**src/rtl/rv_axi_pkg.sv**
```systemverilog
// Shared AXI types plus burst address helpers used by the write and read responders.
package rv_axi_pkg;

  localparam int RV_AXI_MAX_AW = 64;

  typedef enum logic [1:0] {
    BURST_FIXED = 2'd0,
    BURST_INCR  = 2'd1,
    BURST_WRAP  = 2'd2,
    BURST_UNDEF = 2'd3
  } rv_axi_burst_e;

  typedef enum logic [1:0] {
    RESP_OKAY   = 2'd0,
    RESP_EXOKAY = 2'd1,
    RESP_SLVERR = 2'd2,
    RESP_DECERR = 2'd3
  } rv_axi_resp_e;

  typedef enum logic [1:0] {
    WR_IDLE = 2'd0,
    WR_DATA = 2'd1,
    WR_RESP = 2'd2
  } rv_axi_wr_state_e;

  typedef struct packed {
    logic [RV_AXI_MAX_AW-1:0] addr;
    logic [7:0]               len;
    logic [2:0]               size;
    rv_axi_burst_e            burst;
  } rv_axi_addr_gen_state;

  function automatic logic [RV_AXI_MAX_AW-1:0] rv_axi_next_addr(input rv_axi_addr_gen_state s);
    logic [RV_AXI_MAX_AW-1:0] nbytes, incr, wmask;
    nbytes = 64'd1 << s.size;
    incr   = (s.addr & ~(nbytes - 64'd1)) + nbytes;
    // Only power-of-two wrap lengths reach the memory; others are drained.
    wmask  = (({56'd0, s.len} + 64'd1) << s.size) - 64'd1;
    case (s.burst)
      BURST_INCR: return incr;
      BURST_WRAP: return (s.addr & ~wmask) | (incr & wmask);
      default:    return s.addr;
    endcase
  endfunction

  function automatic logic [15:0] rv_axi_lane_mask(input logic [RV_AXI_MAX_AW-1:0] addr,
                                                  input logic [2:0] size,
                                                  input int unsigned bytes);
    logic [15:0] m;
    int unsigned lo, hi;
    lo = 32'(addr[3:0]) & (bytes - 1);
    hi = ((lo >> size) + 1) << size;
    for (int unsigned i = 0; i < 16; i++)
      m[i] = (i < bytes) && (i >= lo) && (i < hi);
    return m;
  endfunction

endpackage

```
**src/rtl/rv_axi_intf.sv**
```systemverilog
// AXI4 write-side channel bundles (AW, W, B).
interface rv_axi_addr_write_intf #(
  parameter int ADDR_WIDTH = 32,
  parameter int ID_WIDTH   = 1,
  parameter int USER_WIDTH = 1
);
  logic                  awvalid;
  logic                  awready;
  logic [ID_WIDTH-1:0]   awid;
  logic [ADDR_WIDTH-1:0] awaddr;
  logic [7:0]            awlen;
  logic [2:0]            awsize;
  logic [1:0]            awburst;
  logic                  awlock;
  logic [3:0]            awcache;
  logic [2:0]            awprot;
  logic [3:0]            awqos;
  logic [USER_WIDTH-1:0] awuser;

  modport in  (input awvalid, awid, awaddr, awlen, awsize, awburst, awlock, awcache,
               awprot, awqos, awuser, output awready);
  modport out (output awvalid, awid, awaddr, awlen, awsize, awburst, awlock, awcache,
               awprot, awqos, awuser, input awready);
endinterface

interface rv_axi_write_data_intf #(
  parameter int DATA_WIDTH = 32
);
  logic                    wvalid;
  logic                    wready;
  logic [DATA_WIDTH-1:0]   wdata;
  logic [DATA_WIDTH/8-1:0] wstrb;
  logic                    wlast;

  modport in  (input wvalid, wdata, wstrb, wlast, output wready);
  modport out (output wvalid, wdata, wstrb, wlast, input wready);
endinterface

interface rv_axi_write_resp_intf #(
  parameter int ID_WIDTH = 1
);
  logic                bvalid;
  logic                bready;
  logic [ID_WIDTH-1:0] bid;
  logic [1:0]          bresp;

  modport out (output bvalid, bid, bresp, input bready);
  modport in  (input bvalid, bid, bresp, output bready);
endinterface

```
**src/rtl/rv_axi_burst_addr_gen.sv**
```systemverilog
// Registered burst address; loads on AW acceptance and steps once per completed beat.
module rv_axi_burst_addr_gen
  import rv_axi_pkg::*;
#(
  parameter int ADDR_WIDTH = 32
) (
  input  logic                 clk,
  input  logic                 rst_n,
  input  logic                 load,
  input  rv_axi_addr_gen_state load_state,
  input  logic                 advance,
  output rv_axi_addr_gen_state state
);

  // Keeps every address ADDR_WIDTH-bit modulo even though the shared struct is wider.
  localparam logic [RV_AXI_MAX_AW-1:0] AMASK = (64'd1 << ADDR_WIDTH) - 64'd1;

  always_ff @(posedge clk or negedge rst_n) begin
    if (!rst_n) begin
      state <= '0;
    end else if (load) begin
      state      <= load_state;
      state.addr <= load_state.addr & AMASK;
    end else if (advance) begin
      state.addr <= rv_axi_next_addr(state) & AMASK;
    end
  end

endmodule

```
**src/rtl/rv_axi_write_responder.sv**
```systemverilog
// AXI4 write responder: one burst at a time, split into byte-strobed single-beat memory writes.
module rv_axi_write_responder
  import rv_axi_pkg::*;
#(
  parameter int ADDR_WIDTH = 32,
  parameter int DATA_WIDTH = 32,
  parameter int ID_WIDTH   = 1,
  parameter int USER_WIDTH = 1,
  parameter int MEM_BYTES  = 4096
) (
  input  logic                    clk,
  input  logic                    rst_n,
  rv_axi_addr_write_intf.in       aw,
  rv_axi_write_data_intf.in       w,
  rv_axi_write_resp_intf.out      b,
  output logic                    mem_valid,
  input  logic                    mem_ready,
  output logic [ADDR_WIDTH-1:0]   mem_addr,
  output logic [DATA_WIDTH-1:0]   mem_data,
  output logic [DATA_WIDTH/8-1:0] mem_strb
);

  localparam int BYTES = DATA_WIDTH / 8;
  localparam logic [2:0] MAX_SIZE = 3'($clog2(BYTES));
  localparam logic [ADDR_WIDTH-1:0] ALIGN_MASK = ~ADDR_WIDTH'(BYTES - 1);

  rv_axi_wr_state_e     st;
  logic                 awready_q, bvalid_q, drain, decerr, slverr;
  rv_axi_resp_e         bresp_q;
  logic [ID_WIDTH-1:0]  id_q, bid_q;
  logic [7:0]           beat_cnt;
  rv_axi_addr_gen_state load_st, cur;
  logic                 aw_hs, beat_done, last_beat, wlast_err;
  logic                 aw_decerr, aw_slverr;
  logic [65:0]          start, nb, span, first, last;

  // AW legality, evaluated on the live channel so the verdict is latched with the burst.
  always_comb begin
    start = 66'(aw.awaddr);
    nb    = 66'd1 << aw.awsize;
    span  = (66'(aw.awlen) + 66'd1) << aw.awsize;
    case (aw.awburst)
      BURST_FIXED: begin first = start & ~(nb - 66'd1);   last = first + nb - 66'd1;   end
      BURST_WRAP:  begin first = start & ~(span - 66'd1); last = first + span - 66'd1; end
      default:     begin first = start & ~(nb - 66'd1);   last = first + span - 66'd1; end
    endcase
    aw_decerr = (start >= 66'(MEM_BYTES)) || (last >= 66'(MEM_BYTES));
    aw_slverr = (aw.awsize > MAX_SIZE) || (aw.awburst == BURST_UNDEF) ||
                ((aw.awburst == BURST_WRAP) && !(aw.awlen inside {8'd1, 8'd3, 8'd7, 8'd15})) ||
                ((aw.awburst == BURST_WRAP) && ((start & (nb - 66'd1)) != 66'd0));
  end

  assign aw_hs     = (st == WR_IDLE) && aw.awvalid;
  assign w.wready  = (st == WR_DATA) && (drain || mem_ready);
  assign mem_valid = (st == WR_DATA) && !drain && w.wvalid;
  assign beat_done = (st == WR_DATA) && w.wvalid && w.wready;
  assign last_beat = (beat_cnt == cur.len);
  assign wlast_err = (w.wlast != last_beat);

  assign load_st.addr  = RV_AXI_MAX_AW'(aw.awaddr);
  assign load_st.len   = aw.awlen;
  assign load_st.size  = aw.awsize;
  assign load_st.burst = rv_axi_burst_e'(aw.awburst);

  rv_axi_burst_addr_gen #(.ADDR_WIDTH(ADDR_WIDTH)) u_addr_gen (
    .clk        (clk),
    .rst_n      (rst_n),
    .load       (aw_hs),
    .load_state (load_st),
    .advance    (beat_done),
    .state      (cur)
  );

  assign mem_addr = cur.addr[ADDR_WIDTH-1:0] & ALIGN_MASK;
  assign mem_data = w.wdata;
  assign mem_strb = w.wstrb & BYTES'(rv_axi_lane_mask(cur.addr, cur.size, 32'(BYTES)));

  assign aw.awready = awready_q;
  assign b.bvalid   = bvalid_q;
  assign b.bresp    = bresp_q;
  assign b.bid      = bid_q;

  always_ff @(posedge clk or negedge rst_n) begin
    if (!rst_n) begin
      st        <= WR_IDLE;
      awready_q <= 1'b1;
      bvalid_q  <= 1'b0;
      bresp_q   <= RESP_OKAY;
      bid_q     <= '0;
      id_q      <= '0;
      drain     <= 1'b0;
      decerr    <= 1'b0;
      slverr    <= 1'b0;
      beat_cnt  <= '0;
    end else begin
      case (st)
        WR_IDLE: if (aw.awvalid) begin
          id_q      <= aw.awid;
          beat_cnt  <= '0;
          decerr    <= aw_decerr;
          slverr    <= aw_slverr;
          drain     <= aw_decerr || aw_slverr;
          awready_q <= 1'b0;
          st        <= WR_DATA;
        end
        WR_DATA: if (beat_done) begin
          beat_cnt <= beat_cnt + 8'd1;
          if (wlast_err) slverr <= 1'b1;
          // Beat count follows AWLEN; a misplaced WLAST only flags the response.
          if (last_beat) begin
            st       <= WR_RESP;
            bvalid_q <= 1'b1;
            bid_q    <= id_q;
            bresp_q  <= decerr ? RESP_DECERR :
                        (slverr || wlast_err) ? RESP_SLVERR : RESP_OKAY;
          end
        end
        WR_RESP: if (b.bready) begin
          bvalid_q  <= 1'b0;
          awready_q <= 1'b1;
          st        <= WR_IDLE;
        end
        default: st <= WR_IDLE;
      endcase
    end
  end

  logic unused_ok;
  assign unused_ok = ^{aw.awlock, aw.awcache, aw.awprot, aw.awqos, aw.awuser, cur.addr, cur.burst};

endmodule

```
**src/flat_wrapper.sv**
```systemverilog
// flat-port wrapper written by rule: the top's interface ports become plain ports
module rv_axi_write_responder_flat import rv_axi_pkg::*;
#(
  parameter int ADDR_WIDTH = 32,
  parameter int DATA_WIDTH = 32,
  parameter int ID_WIDTH   = 1,
  parameter int USER_WIDTH = 1,
  parameter int MEM_BYTES  = 4096
)
  (clk, rst_n, mem_valid, mem_ready, mem_addr, mem_data, mem_strb, aw_awvalid, aw_awid, aw_awaddr, aw_awlen, aw_awsize, aw_awburst, aw_awlock, aw_awcache, aw_awprot, aw_awqos, aw_awuser, aw_awready, w_wvalid, w_wdata, w_wstrb, w_wlast, w_wready, b_bvalid, b_bid, b_bresp, b_bready);
  rv_axi_addr_write_intf #(.ADDR_WIDTH(ADDR_WIDTH), .ID_WIDTH(ID_WIDTH), .USER_WIDTH(USER_WIDTH)) aw_i ();
  rv_axi_write_data_intf #(.DATA_WIDTH(DATA_WIDTH)) w_i ();
  rv_axi_write_resp_intf #(.ID_WIDTH(ID_WIDTH)) b_i ();
  input  logic clk;
  input  logic rst_n;
  output logic mem_valid;
  input  logic mem_ready;
  output logic [ADDR_WIDTH-1:0] mem_addr;
  output logic [DATA_WIDTH-1:0] mem_data;
  output logic [DATA_WIDTH/8-1:0] mem_strb;
  input wire logic [$bits(aw_i.awvalid)-1:0] aw_awvalid;
  input wire logic [$bits(aw_i.awid)-1:0] aw_awid;
  input wire logic [$bits(aw_i.awaddr)-1:0] aw_awaddr;
  input wire logic [$bits(aw_i.awlen)-1:0] aw_awlen;
  input wire logic [$bits(aw_i.awsize)-1:0] aw_awsize;
  input wire logic [$bits(aw_i.awburst)-1:0] aw_awburst;
  input wire logic [$bits(aw_i.awlock)-1:0] aw_awlock;
  input wire logic [$bits(aw_i.awcache)-1:0] aw_awcache;
  input wire logic [$bits(aw_i.awprot)-1:0] aw_awprot;
  input wire logic [$bits(aw_i.awqos)-1:0] aw_awqos;
  input wire logic [$bits(aw_i.awuser)-1:0] aw_awuser;
  output wire logic [$bits(aw_i.awready)-1:0] aw_awready;
  input wire logic [$bits(w_i.wvalid)-1:0] w_wvalid;
  input wire logic [$bits(w_i.wdata)-1:0] w_wdata;
  input wire logic [$bits(w_i.wstrb)-1:0] w_wstrb;
  input wire logic [$bits(w_i.wlast)-1:0] w_wlast;
  output wire logic [$bits(w_i.wready)-1:0] w_wready;
  output wire logic [$bits(b_i.bvalid)-1:0] b_bvalid;
  output wire logic [$bits(b_i.bid)-1:0] b_bid;
  output wire logic [$bits(b_i.bresp)-1:0] b_bresp;
  input wire logic [$bits(b_i.bready)-1:0] b_bready;
  assign aw_i.awvalid = aw_awvalid;
  assign aw_i.awid = aw_awid;
  assign aw_i.awaddr = aw_awaddr;
  assign aw_i.awlen = aw_awlen;
  assign aw_i.awsize = aw_awsize;
  assign aw_i.awburst = aw_awburst;
  assign aw_i.awlock = aw_awlock;
  assign aw_i.awcache = aw_awcache;
  assign aw_i.awprot = aw_awprot;
  assign aw_i.awqos = aw_awqos;
  assign aw_i.awuser = aw_awuser;
  assign aw_awready = aw_i.awready;
  assign w_i.wvalid = w_wvalid;
  assign w_i.wdata = w_wdata;
  assign w_i.wstrb = w_wstrb;
  assign w_i.wlast = w_wlast;
  assign w_wready = w_i.wready;
  assign b_bvalid = b_i.bvalid;
  assign b_bid = b_i.bid;
  assign b_bresp = b_i.bresp;
  assign b_i.bready = b_bready;
  rv_axi_write_responder #(.ADDR_WIDTH(ADDR_WIDTH), .DATA_WIDTH(DATA_WIDTH), .ID_WIDTH(ID_WIDTH), .USER_WIDTH(USER_WIDTH), .MEM_BYTES(MEM_BYTES)) u_core (.clk(clk), .rst_n(rst_n), .aw(aw_i), .w(w_i), .b(b_i), .mem_valid(mem_valid), .mem_ready(mem_ready), .mem_addr(mem_addr), .mem_data(mem_data), .mem_strb(mem_strb));
endmodule
```
**config.mk**
```make
export PLATFORM = sky130hd
export DESIGN_NAME = rv_axi_write_responder_flat
export DESIGN_NICKNAME = d
export VERILOG_FILES = /design/src/rtl/rv_axi_pkg.sv /design/src/rtl/rv_axi_intf.sv /design/src/rtl/rv_axi_burst_addr_gen.sv /design/src/rtl/rv_axi_write_responder.sv /design/src/flat_wrapper.sv
export SDC_FILE = /design/constraint.sdc
export NUM_CORES = 1
export LEC_CHECK = 0
export ABC_AREA = 1
export ABC_CLOCK_PERIOD_IN_PS = 3200
export BUFFER_PORTS_ARGS = -buffer_cell sky130_fd_sc_hd__buf_2
export CAP_MARGIN = 0
export CORE_AREA = 3 3 174 176
export DETAILED_ROUTE_END_ITERATION = 16
export DIE_AREA = 0 0 177 179
export PLACE_DENSITY_LB_ADDON = 0.12
export SETUP_SLACK_MARGIN = 0.3
export SLEW_MARGIN = 0
export SYNTH_ARGS = -nofsm -noshare
export SYNTH_HDL_FRONTEND = slang
export SYNTH_SLANG_ARGS = --single-unit
```
**constraint.sdc**
```tcl
create_clock -name clk -period 3.2 [get_ports clk]
set_input_delay 0.16 -clock clk [delete_from_list [all_inputs] [get_ports clk]]
set_output_delay 0.16 -clock clk [all_outputs]
set_load 0.02 [all_outputs]
```
==> metrics <==
leakage power=10.5 nW; overall routed net length=51300 um; Worst IR Drop VDD=0.000394 V; post-synthesis cell type with the largest combined area=sky130_fd_sc_hd__nand2_1; Critical Path AT=5.45 ns; half-perimeter wire length of the detailed placement result=41500 um; Sum Neg Setup Slack=-4.59 ns; timing startpoint of the critical path=aw_awlen[0]; number of filler cells placed in the layout=2606; Synth Warn #=0; shortest period the worst path allows=5.22 ns; path depth of the worst reg2reg path=26; count of vias placed by the detailed router=17000; RSZ-0062 raised after global routing=yes; Avg Synthesized Cell Area=5.74 um^2; global-route wire length before repair=80100 um; final-stage net count=3082; number of buffers between clock root and the deepest sink=2; f_max=192 MHz; end point of the critical path=u_core.drain$_DFFE_PN0P_; Iteration-0 DRC Markers=1339; nature of the critical path endpoint=register; number of buffer and inverter instances along the worst setup path=6; max-slew violation count=0; antenna violations before repair=0; Core Box Area=28800 um^2; Top-Level Pins=177; initial cell density of the core=44.7%; post-place setup slack=-2.65 ns; detailed-route vias per instance=5.24; die area=31700 um^2; type of origin of the critical path=input pin; start-to-end type of the worst setup path=input pin to register; depth of the CTS H-tree=3; Final Hold Slack=0.0276 ns; Die Span X=177 um; # setup viols final=10; CP Data Required Time=3.43 ns; largest net degree at the start of global routing=60; CTS tree=built; n_diodes=0; final RePlAce weighted congestion=0.970; global routing usage summed across all routing layers=31.3%; Clock Pin Slew Worst Setup and Hold Paths=0.05 ns; sequential area share after synthesis=12.5%; gate count after technology mapping=2238; RR Startpoint=u_core.u_addr_gen.state[3]$_DFFE_PN0P_; Worst Max-Slew Pin Slew=0.663 ns; logic depth of the worst path, buffers included=48; count of flip-flops with a built-in enable after synthesis=0; drt wl/cell=15.8 um; total CTS buffers=9; post-synthesis async set-or-reset flop share=100%; clock latency reported for the late side of the worst-skew pair=0.34 ns; Worst R2R Setup Slack=-0.12 ns; power per cell area=542 nW/um^2; #FFs+latches synth=64; # DRC=0; Post-Synthesis Cell Area=12900 um^2; critical path's slowest cell=sky130_fd_sc_hd__ha_1; root buffer cell=sky130_fd_sc_hd__clkbuf_16; area overhead of the layout relative to synthesis=50.3%; layout cell share with drive strength beyond 1=36.1%; residual antenna-violating net count after detailed routing=0; number of clock sinks seen by CTS=64; failing checks=negative setup slack; PnR Total Power=0.0105 W; status=complete, but fails checks; post-synth top area share=15.7%; max-cap viol count=0; Worst slew margin=55.4%; worst-case clock skew=0.0141 ns; Synth cell types=59; via count of the first global-routing pass=16200; Largest delay share family, worst path=simple AND/OR/NAND/NOR gates; Final Worst Setup Slack=-2.02 ns; # port buffers=97; Final period util=163%; cell occurring most often along the worst timing path=sky130_fd_sc_hd__nand2_2; HP Class=input pin to register; ys flop type=sky130_fd_sc_hd__dfrtp_1; # rows=62; Hold Violations, Final=0; overflow left after global routing=0; cell types with the largest area share after synthesis=sky130_fd_sc_hd__nand2_1 (16%), sky130_fd_sc_hd__dfrtp_1 (12%), sky130_fd_sc_hd__ha_1 (12%); Slowest Stage Delay on Critical Path=0.30 ns; peak fanout along the critical path=5; Detailed Routing Iterations Pass 1=5; vertical die dimension=179 um
through the flow:
stage | cell area [um^2] | util (%) | cells
5_1_grt | 19300 | 67.1 | 3245
3_5_place_dp | 17400 | 60.5 | 3156
3_3_place_gp | 17400 | 60.5 | 3156
2_1_floorplan | 13000 | - | 2239
4_1_cts | 18600 | 64.5 | 3222
6_report | 19300 | 67.1 | 3245
synth_stat cells, types with 4 or more instances:
cell                        number
sky130_fd_sc_hd__nand3_2        14
sky130_fd_sc_hd__dfrtp_1        63
sky130_fd_sc_hd__nor3_2          4
sky130_fd_sc_hd__nor2_1        229
sky130_fd_sc_hd__o21bai_1        7
sky130_fd_sc_hd__a21oi_1       151
sky130_fd_sc_hd__xnor2_1        10
sky130_fd_sc_hd__clkbuf_1       23
sky130_fd_sc_hd__inv_1         338
sky130_fd_sc_hd__ha_1          120
sky130_fd_sc_hd__nand3b_1        6
sky130_fd_sc_hd__nand4_1        22
sky130_fd_sc_hd__nor2_2         10
sky130_fd_sc_hd__o21ai_1        11
sky130_fd_sc_hd__nor3b_1         4
sky130_fd_sc_hd__a21o_1         12
sky130_fd_sc_hd__o21ai_0       191
sky130_fd_sc_hd__nor3_1         25
sky130_fd_sc_hd__buf_2          14
sky130_fd_sc_hd__a31oi_1         9
sky130_fd_sc_hd__o22ai_1         9
sky130_fd_sc_hd__nand2_4         4
sky130_fd_sc_hd__nand2_2        34
sky130_fd_sc_hd__nand3_1       197
sky130_fd_sc_hd__nand2_1       536
sky130_fd_sc_hd__or2_2           9
sky130_fd_sc_hd__a21boi_0        4
sky130_fd_sc_hd__o2111ai_1       4
sky130_fd_sc_hd__xor2_1         35
sky130_fd_sc_hd__inv_2          11
sky130_fd_sc_hd__o21a_1          7
sky130_fd_sc_hd__o211ai_1        5
sky130_fd_sc_hd__buf_4          66
sky130_fd_sc_hd__nor4_1          7
sky130_fd_sc_hd__a22oi_1         4
per-layer routing:
metal / vias up / GRT usage [%] / part of all wire (%)
met4: 0 / 7.92 / 2.5
met3: 89 / 3.68 / 6.2
met2: 575 / 52.8 / 46
li1: 8452 / - / -
met5: - / 0 / 0
met1: 7900 / 42.5 / 46
area by class of cell:
type / count / area, um^2 / area share (%)
sequential: 64 / 1600 / 8.30
timing repair buffer: 715 / 5310 / 27.5
inverter: 352 / 1340 / 6.94
tap: 384 / 480 / 2.49
multi-input combinational: 1715 / 10300 / 53.4
clock buffer: 10 / 229 / 1.19
clock inverter: 5 / 35.0 / 0.181
repair_timing:
action                                 4_1_cts  5_1_grt
hold buffers                                 1        0
gates resized for setup                    141      162
endpoints found under the hold margin       24        0
setup endpoints to repair                   25       30
pin swaps                                  103       84
setup buffers                               50       23
report_power, final:
group,internal [W],switching (W)
Sequential,0.00112,0.000423
Clock,0.000519,0.000375
Combinational,0.00356,0.00448
worst register-to-register path, delay by kind of cell, from the launching register on:
kind	cells	cell delay [ns]
buf+inv	3	0.16
flops	1	0.40
simple gates	17	1.84
compound gates	5	0.61
fa+ha+maj	1	0.18
kinds of logic after synthesis:
logic type               share of synthesized area (%)
flip-flops                                        12.5
AO/OA/AOI/OAI                                     18.2
adder cells (fa/ha/maj)                           12.1
AND/OR/NAND/NOR                                   38.0
XOR/XNOR                                          3.07
other                                           0.0292
multiplexers                                     0.496
buffers and inverters                             15.6
placed cells by master, fill, tap and decap left out, types with 31 or more instances in the layout:
| cell | instances |
|---|---|
| sky130_fd_sc_hd__buf_2 | 94 |
| sky130_fd_sc_hd__o21ai_0 | 151 |
| sky130_fd_sc_hd__nand3_1 | 167 |
| sky130_fd_sc_hd__buf_4 | 583 |
| sky130_fd_sc_hd__nand3_2 | 38 |
| sky130_fd_sc_hd__ha_1 | 110 |
| sky130_fd_sc_hd__nand2_1 | 480 |
| sky130_fd_sc_hd__a21oi_1 | 138 |
| sky130_fd_sc_hd__o21ai_1 | 35 |
| sky130_fd_sc_hd__nand2_2 | 81 |
| sky130_fd_sc_hd__dfrtp_1 | 63 |
| sky130_fd_sc_hd__inv_1 | 320 |
| sky130_fd_sc_hd__nor2_1 | 197 |
| sky130_fd_sc_hd__buf_6 | 31 |
worst min path at each step:
| stage | start | end | slack (ns) | cells after the start |
|---|---|---|---|---|
| 6_report | aw_awid | u_core.id_q$_DFFE_PN0P_ | 0.03 | 3 |
| 5_1_grt | aw_awid | u_core.id_q$_DFFE_PN0P_ | 0.04 | 3 |
| 2_1_floorplan | rst_n | async pin | -0.14 | 0 |
| 3_5_place_dp | rst_n | u_core.beat_cnt[5]$_DFFE_PN0P_ | 0.18 | 1 |
| 4_1_cts | aw_awid | u_core.id_q$_DFFE_PN0P_ | 0.02 | 3 |
| 3_3_place_gp | rst_n | u_core.beat_cnt[5]$_DFFE_PN0P_ | 0.18 | 1 |
No activity file was read; power rests on OpenSTA's default activity.
